`src/rtl/nnarm_mem_pkg.sv`:
```
// Shared definitions for the IF/MEM memory-port arbiter: state encoding and
// default bus widths.
package nnarm_mem_pkg;

    typedef enum logic [1:0] {
        IDLE    = 2'd0,
        IF_ACC  = 2'd1,
        MEM_ACC = 2'd2,
        IF_DROP = 2'd3
    } arb_state_e;

    localparam int DEFAULT_ADDR_WIDTH = 32;
    localparam int DEFAULT_DATA_WIDTH = 32;

endpackage

```
`src/rtl/mem_port_arbiter.sv`:
```
// Serialises IF fetches and MEM loads/stores onto one memory bus. MEM has
// priority, bounded by a run counter so IF cannot starve.
module mem_port_arbiter
    import nnarm_mem_pkg::*;
#(
    parameter int ADDR_WIDTH  = DEFAULT_ADDR_WIDTH,
    parameter int DATA_WIDTH  = DEFAULT_DATA_WIDTH,
    parameter int MAX_MEM_RUN = 4
) (
    input  logic                    clock,
    input  logic                    reset,
    input  logic                    in_IFRequest,
    input  logic [ADDR_WIDTH-1:0]   in_IFAddress,
    input  logic                    in_IFFlush,
    input  logic                    in_MEMRequest,
    input  logic                    in_MEMWrite,
    input  logic [ADDR_WIDTH-1:0]   in_MEMAddress,
    input  logic [DATA_WIDTH-1:0]   in_MEMWriteData,
    input  logic [DATA_WIDTH/8-1:0] in_MEMByteEnable,
    output logic                    out_IFOwnCanGo,
    output logic                    out_MEMOwnCanGo,
    output logic [DATA_WIDTH-1:0]   out_IFReadData,
    output logic [DATA_WIDTH-1:0]   out_MEMReadData,
    output logic                    out_BusRequest,
    output logic                    out_BusWrite,
    output logic [ADDR_WIDTH-1:0]   out_BusAddress,
    output logic [DATA_WIDTH-1:0]   out_BusWriteData,
    output logic [DATA_WIDTH/8-1:0] out_BusByteEnable,
    input  logic                    in_BusReady,
    input  logic [DATA_WIDTH-1:0]   in_BusReadData
);

    localparam int RUN_W = $clog2(MAX_MEM_RUN + 1);
    localparam logic [RUN_W-1:0] RUN_MAX = RUN_W'(MAX_MEM_RUN);

    arb_state_e            state_q, state_d;
    logic [RUN_W-1:0]      run_q, run_d;
    logic [ADDR_WIDTH-1:0] addr_q, addr_d;
    logic                  grant_mem, grant_if;

    always_comb begin
        grant_mem = (state_q == IDLE) && in_MEMRequest
                    && !(in_IFRequest && (run_q == RUN_MAX));
        grant_if  = (state_q == IDLE) && !grant_mem && in_IFRequest && !in_IFFlush;

        state_d = state_q;
        run_d   = run_q;
        addr_d  = addr_q;

        case (state_q)
            IDLE: begin
                if (grant_mem) begin
                    state_d = MEM_ACC;
                    // Count only MEM grants that actually make IF wait.
                    if (!in_IFRequest)
                        run_d = '0;
                    else if (run_q != RUN_MAX)
                        run_d = run_q + RUN_W'(1);
                end else if (grant_if) begin
                    state_d = IF_ACC;
                    run_d   = '0;
                    addr_d  = in_IFAddress;
                end
            end
            IF_ACC: begin
                if (in_BusReady)
                    state_d = IDLE;
                else if (in_IFFlush)
                    state_d = IF_DROP;
            end
            MEM_ACC, IF_DROP: begin
                if (in_BusReady)
                    state_d = IDLE;
            end
            default: state_d = IDLE;
        endcase
    end

    always_ff @(posedge clock) begin
        if (reset) begin
            state_q <= IDLE;
            run_q   <= '0;
            addr_q  <= '0;
        end else begin
            state_q <= state_d;
            run_q   <= run_d;
            addr_q  <= addr_d;
        end
    end

    // Bus control is decoded from registered state only; the IF address comes
    // from the latch so a flushed fetch keeps its original address while draining.
    always_comb begin
        out_BusRequest    = (state_q != IDLE);
        out_BusWrite      = 1'b0;
        out_BusAddress    = '0;
        out_BusWriteData  = '0;
        out_BusByteEnable = '0;
        case (state_q)
            MEM_ACC: begin
                out_BusWrite      = in_MEMWrite;
                out_BusAddress    = in_MEMAddress;
                out_BusWriteData  = in_MEMWriteData;
                out_BusByteEnable = in_MEMByteEnable;
            end
            IF_ACC, IF_DROP: begin
                out_BusAddress    = addr_q;
                out_BusByteEnable = '1;
            end
            default: ;
        endcase
    end

    assign out_IFOwnCanGo  = !reset && (!in_IFRequest
                             || ((state_q == IF_ACC) && in_BusReady));
    assign out_MEMOwnCanGo = !reset && (!in_MEMRequest
                             || ((state_q == MEM_ACC) && in_BusReady));

    assign out_IFReadData  = in_BusReadData;
    assign out_MEMReadData = in_BusReadData;

endmodule

```
`config.mk`:
```
export PLATFORM = sky130hd
export DESIGN_NAME = mem_port_arbiter
export DESIGN_NICKNAME = d
export VERILOG_FILES = /design/src/rtl/nnarm_mem_pkg.sv /design/src/rtl/mem_port_arbiter.sv
export SDC_FILE = /design/constraint.sdc
export NUM_CORES = 1
export LEC_CHECK = 0
export CORE_AREA = 4 4 103 105
export CTS_CLUSTER_DIAMETER = 30
export DETAILED_ROUTE_END_ITERATION = 6
export DIE_AREA = 0 0 107 109
export GPL_TIMING_DRIVEN = 0
export PLACE_DENSITY = 0.79
export SLEW_MARGIN = 20
export SYNTH_ARGS = -nofsm -noshare
export SYNTH_HDL_FRONTEND = slang
export SYNTH_SLANG_ARGS = --single-unit
```
`constraint.sdc`:
```
create_clock -name clock -period 3.4 [get_ports clock]
set_clock_uncertainty 0.05 [all_clocks]
set_input_delay 0.34 -clock clock [delete_from_list [all_inputs] [get_ports clock]]
set_output_delay 0.34 -clock clock [all_outputs]
set_load 0.02 [all_outputs]
```
==> impl_results.md <==
- Yosys cell types: 30
- FF-to-FF Start: state_q[0]
- Hold Path Cell Cnt: 2
- Initial Util: 0.292
- Gpl congestion: approximately 0.77
- Slew HR: 0.493
- Cell Rows: 36
- Min Clock Period, post-route: around 3200 ps
- Root Buffer: clkbuf_8
- Clock transition at path regs: 80 ps
- Die X-Extent: 107 microns
- Final nets: approximately 700
- Drt total wl: 11400 microns
- Dpl cells: approximately 700
- Outcome: finished, final reports clean
- Post-CTS sizing: 0
- Reg power frac: 0.305
- Share of cells above drive strength 1: 0.145
- DP Wirelength: roughly 9700 microns
- Final Instance Count excl. Fillers: between 700 and 800
- Tightest Hold Check Type: reg2reg
- Postcts setup bufs: 0
- Clk buf depth: 2
- R2R setup slack: roughly 1500 ps
- Peak VDD IR: roughly 0.14 mV
- Slew @ Worst Pin: ~760 ps
- Hold buffers post-CTS: 0
- WP data required: 3010 ps
- Gate Count Post-Synth: 323
- Critical path arrival: around 2800 ps
- WHS: between 400 and 500 ps
- Antenna cells: 0
- Crit. End Element: output port
- # setup viols final: 0
- Final core occ: 0.572
- Crit path launch type: flip-flop
- I/O pins: between 200 and 300
- PortBufs: between 200 and 250
- Die H: approximately 110 microns
- Pre-CTS WS: 494 ps
- CTS tree: built
- Antenna Nets Post-Route: 0
- Hold Path End: addr_q[13]
- Post-route DRC: 0
- Clock power frac: 0.263
- Hold path start: addr_q[13]
- Cell mode on critical path: buf_2
- Crit-path cells: buf_2 > nor2b_1 > buf_2 > buf_1 > a22o_1 > clkdlybuf4s50_1
- Drt via density: 4.35
- Pleak: about 2.2 nW
- Overall Power: about 1.5 mW
- Largest net degree at the start of global routing: 12
- Syn nets: around 460
- Sequential cell area fraction in the yosys report: 0.263
- Sw Pwr: approximately 450 uW
- CORE AREA: roughly 9600 sq um
- RSZ-0062 raised after global routing: no
- Setup TNS: 0 ps
- Reg-to-reg endpoint: addr_q[25]
- Comb power frac: 0.432
- Fmax: ~320 MHz
- Depth of the worst register-to-register path: 5
- Max cap viols: 0
- GRT Resource Usage Total: 0.180
- Crit-path max cell delay: 600 ps
- Switching Fraction: 0.296
- Final Hold Fails: 0
- Period utilization: 0.934
- Die area: roughly 12000 sq um
- Iter 0 DRT Violations: 53
- First-pass GRT wire length: between 15000 and 20000 microns
- H-tree depth: 2
- Num CTS Buffers: 5
- WL/cell: 16.2 microns
- CTS sink cnt: 37
- DRT Pass-1 Iters: 4
- Area Growth Syn to Fin: 95.8%
- Max-slew violations: 0
- YS warnings: 0
- Crit path max-delay cell type: clkdlybuf4s50_1
- Via count: ~3100
- Synthesized area: 2810 sq um
- Area after DPL: 5390 sq um
- Worst setup slack after layout: ~230 ps
- Internal cell power: 1.07 mW
- Initial antenna violation count: 0
- Syn_area_per_cell: a little under 9 sq um
- WS Path Type: reg2out
- Number of synthesized register bits: 37
- Clk_lat worst skew: a little under 300 ps
- Grt ovf: 0
- Vias in the first global route: between 3000 and 4000
- Crit path max fanout: 10
- Power per Cell Area: 276 nW/um^2
- Cell area after layout: ~5500 sq um
[critical path, delay by kind of cell (launching register included)]
kind / cells / cell delay, ps
buf+inv: 4 / 1670
simple gates: 1 / 240
compound gates: 1 / 240
flops: 1 / 340
[area by class of cell]
class,count,area [sq um]
plain buffers,88,604
clock buffers,7,86.3
clock inverters,1,30.0
fillers,884,4130
inverters,2,7.51
multi-input cells,196,1460
flip-flops and latches,37,741
well taps,133,166
repair buffers,241,2410
[logic make-up (layout without fill, tap and decap cells)]
kind of cell / Yosys count / count (layout) / share of synthesized area
adder cells (fa/ha/maj): 2 / 2 / 0.00889
AO/OA/AOI/OAI: 49 / 49 / 0.145
flip-flops: 37 / 37 / 0.263
multiplexers: 32 / 32 / 0.114
buffers and inverters: 90 / 339 / 0.217
AND/OR/NAND/NOR: 113 / 113 / 0.253
[cell usage after synthesis (all sizes together)]
cell	n	area share
buf	72	0.19
nand2b	64	0.14
dfxtp	37	0.26
and2	33	0.073
a22o	32	0.10
mux2i	32	0.11
clkbuf	16	0.021
a21oi	7	0.016
a21o	4	0.011
nor2b	4	0.0089
o211ai	3	0.0080
ha	2	0.0089
inv	2	0.0027
nand2	2	0.0027
nand4	2	0.0044
a2bb2oi	1	0.0031
and3	1	0.0022
nand3	1	0.0018
nand3b	1	0.0027
nor2	1	0.0013
nor3b	1	0.0027
o2111ai	1	0.0031
o21ba	1	0.0036
or2	1	0.0022
or3b	1	0.0031
or4b	1	0.0049
[power by group through the flow]
stage | clock, mW | combinational (mW) | sequential, mW
after detailed placement | 0 | 0.662 | 0.474
after global routing | 0.432 | 0.695 | 0.467
final | 0.400 | 0.657 | 0.464
after floorplan | 0 | 0.320 | 0.470
after global placement | 0 | 0.655 | 0.473
after CTS | 0.414 | 0.665 | 0.464
[placed cells by master (no fill, tap or decap), drive strengths merged]
cell           instances
bufinv                 1
a2bb2oi                1
o211ai                 3
and2                  33
or3b                   1
o2111ai                1
or2                    1
nand3b                 1
nand2                  2
clkdlybuf4s50        241
mux2i                 32
a21o                   4
or4b                   1
nand4                  2
buf                   72
and3                   1
nand2b                64
nand3                  1
nor3b                  1
clkbuf                23
dfxtp                 37
a21oi                  7
ha                     2
a22o                  32
nor2                   1
nor2b                  4
inv                    2
o21ba                  1
[flip-flops by register name (all words and copies together), names as in the netlist]
| signal | cells |
|---|---|
| run_q | 3 |
| state_q | 2 |
| addr_q | 32 |
[worst max-delay path by stage]
stage / from / endpoint / slack [ps]
final: state_q[1] / out_BusAddress[19] / 230
after CTS: state_q[1] / out_BusAddress[19] / 160
after global placement: state_q[1] / out_BusAddress[19] / 510
after detailed placement: state_q[1] / out_MEMOwnCanGo / 490
after floorplan: state_q[1] / out_MEMOwnCanGo / 1460
after global routing: state_q[1] / out_BusAddress[26] / 30
[per-layer routing]
layer  wire length, microns  vias to the layer above  GRT usage
li1                       -                     1509          -
met1                   4090                     1399      0.192
met2                   6070                      151      0.339
met3                   1210                        5     0.0716
met4                     52                        0     0.0301
met5                      0                        -          0
No activity file was read; power rests on OpenSTA's default activity.
==> variant (same flow settings) <==
The parameter `MAX_MEM_RUN` goes from 4 to 8.
--- a/src/rtl/mem_port_arbiter.sv
+++ b/src/rtl/mem_port_arbiter.sv
@@ -5,7 +5,7 @@
 #(
     parameter int ADDR_WIDTH  = DEFAULT_ADDR_WIDTH,
     parameter int DATA_WIDTH  = DEFAULT_DATA_WIDTH,
-    parameter int MAX_MEM_RUN = 4
+    parameter int MAX_MEM_RUN = 8
 ) (
     input  logic                    clock,
     input  logic                    reset,
Formal check against the unedited RTL: not equivalent (Yosys sat finds a counterexample within 10 cycles, from zero or initial values and one cycle with reset high).
==> variant against the original RTL <==
Routed wire length fell by 13%. Combinational power fell by 5.6%. Area after synthesis fell by 7.3%. Hold slack got worse by 0.010 ns. Worst setup slack improved by 0.090 ns. Sequential cell count rose by 1. Final area fell by 3.3%. Final cell count fell by 3.7%. Power rose by 3.1%.
==> variant: results <==
[status]
outcome = complete, no violations

[placed_design]
place_hpwl_um = 8410
gp_congestion = 0.795

[grt]
grt_max_degree = 13
grt_use_total = 0.155
grt_pass1_wl_um = 14200
grt_use_met3 = 0.0403

[synth]
yosys.area_share.xor_xnor = 0.00672
synth.area.top_cells = dfxtp_1 29%, buf_4 19%, mux2i_1 12%
syn_nets = 438
muxShareOfSynthArea = 0.123
synth_compound_area_frac = 0.150
ys_types = 31
ys_seq_area_frac = 0.292
synth_cells = 297

[sta]
worstMarginPinSlew_ns = 0.651

[detailed_routing]
met3WireLength_um = 789
vias = 2852
drt-total-wl_um = 9960
routedWlPerCell_um = 14.7

[cells_and_area]
fillCellCount = 887
reg.largest.list = addr_q (32), run_q (4), state_q (2)
fin_nets = 686

[setup_path]
slowest_delay_ns = 0.64
arrival_ns = 2.69

[pwr]
p_seq_frac = 0.300
ir_drop_v = 0.000215
netSwitchingPower_w = 0.000433
power_clock_w = 0.000478
[variant: cell count changes in the layout (fill, tap and decap cells not counted), moves of 2 or more]
cell and change:
buf_12 +3, buf_6 -2, clkbuf_1 -6, inv_1 +3
nand2b_1 -64, nand4_1 -2, nor2_1 +39, nor2b_1 -3
o211ai_1 -3
[variant: worst paths after layout]
path              slack [ns]                 endpoint  cells after the start                     from
setup / recovery        0.32       out_BusAddress[30]                      6  state_q[1]$_SDFFE_PP0P_
hold reg to reg         0.45  addr_q[30]$_SDFFE_PP0P_                      2  addr_q[30]$_SDFFE_PP0P_
hold / removal          0.42  addr_q[19]$_SDFFE_PP0P_                      2                    reset
setup reg to reg        1.63   addr_q[3]$_SDFFE_PP0P_                      7  state_q[1]$_SDFFE_PP0P_
[variant: layout make-up]
type                            count  share of cell area
Timing Repair Buffer              241               0.453
Multi-Input combinational cell    169               0.225
Sequential cell                    38               0.143
Buffer                             85               0.118
Tap cell                          133              0.0312
Clock buffer                        6              0.0155
Clock inverter                      2              0.0113
Inverter                            5             0.00352
[variant: stage by stage]
| stage | hold slack, ns | instance area [um2] | util | total power, W | worst slack [ns] |
|---|---|---|---|---|---|
| 6_report | 0.416 | 5330 | 0.553 | 0.00157 | 0.316 |
| 5_1_grt | 0.443 | 5330 | 0.553 | 0.00165 | 0.145 |
| 4_1_cts | 0.405 | 5330 | 0.553 | 0.00159 | 0.112 |
| 3_5_place_dp | 0.439 | 5190 | 0.538 | 0.00111 | 0.454 |
| 3_3_place_gp | 0.427 | 5190 | 0.538 | 0.00110 | 0.477 |
| 2_1_floorplan | 0.411 | 2610 | - | 0.000777 | 1.56 |
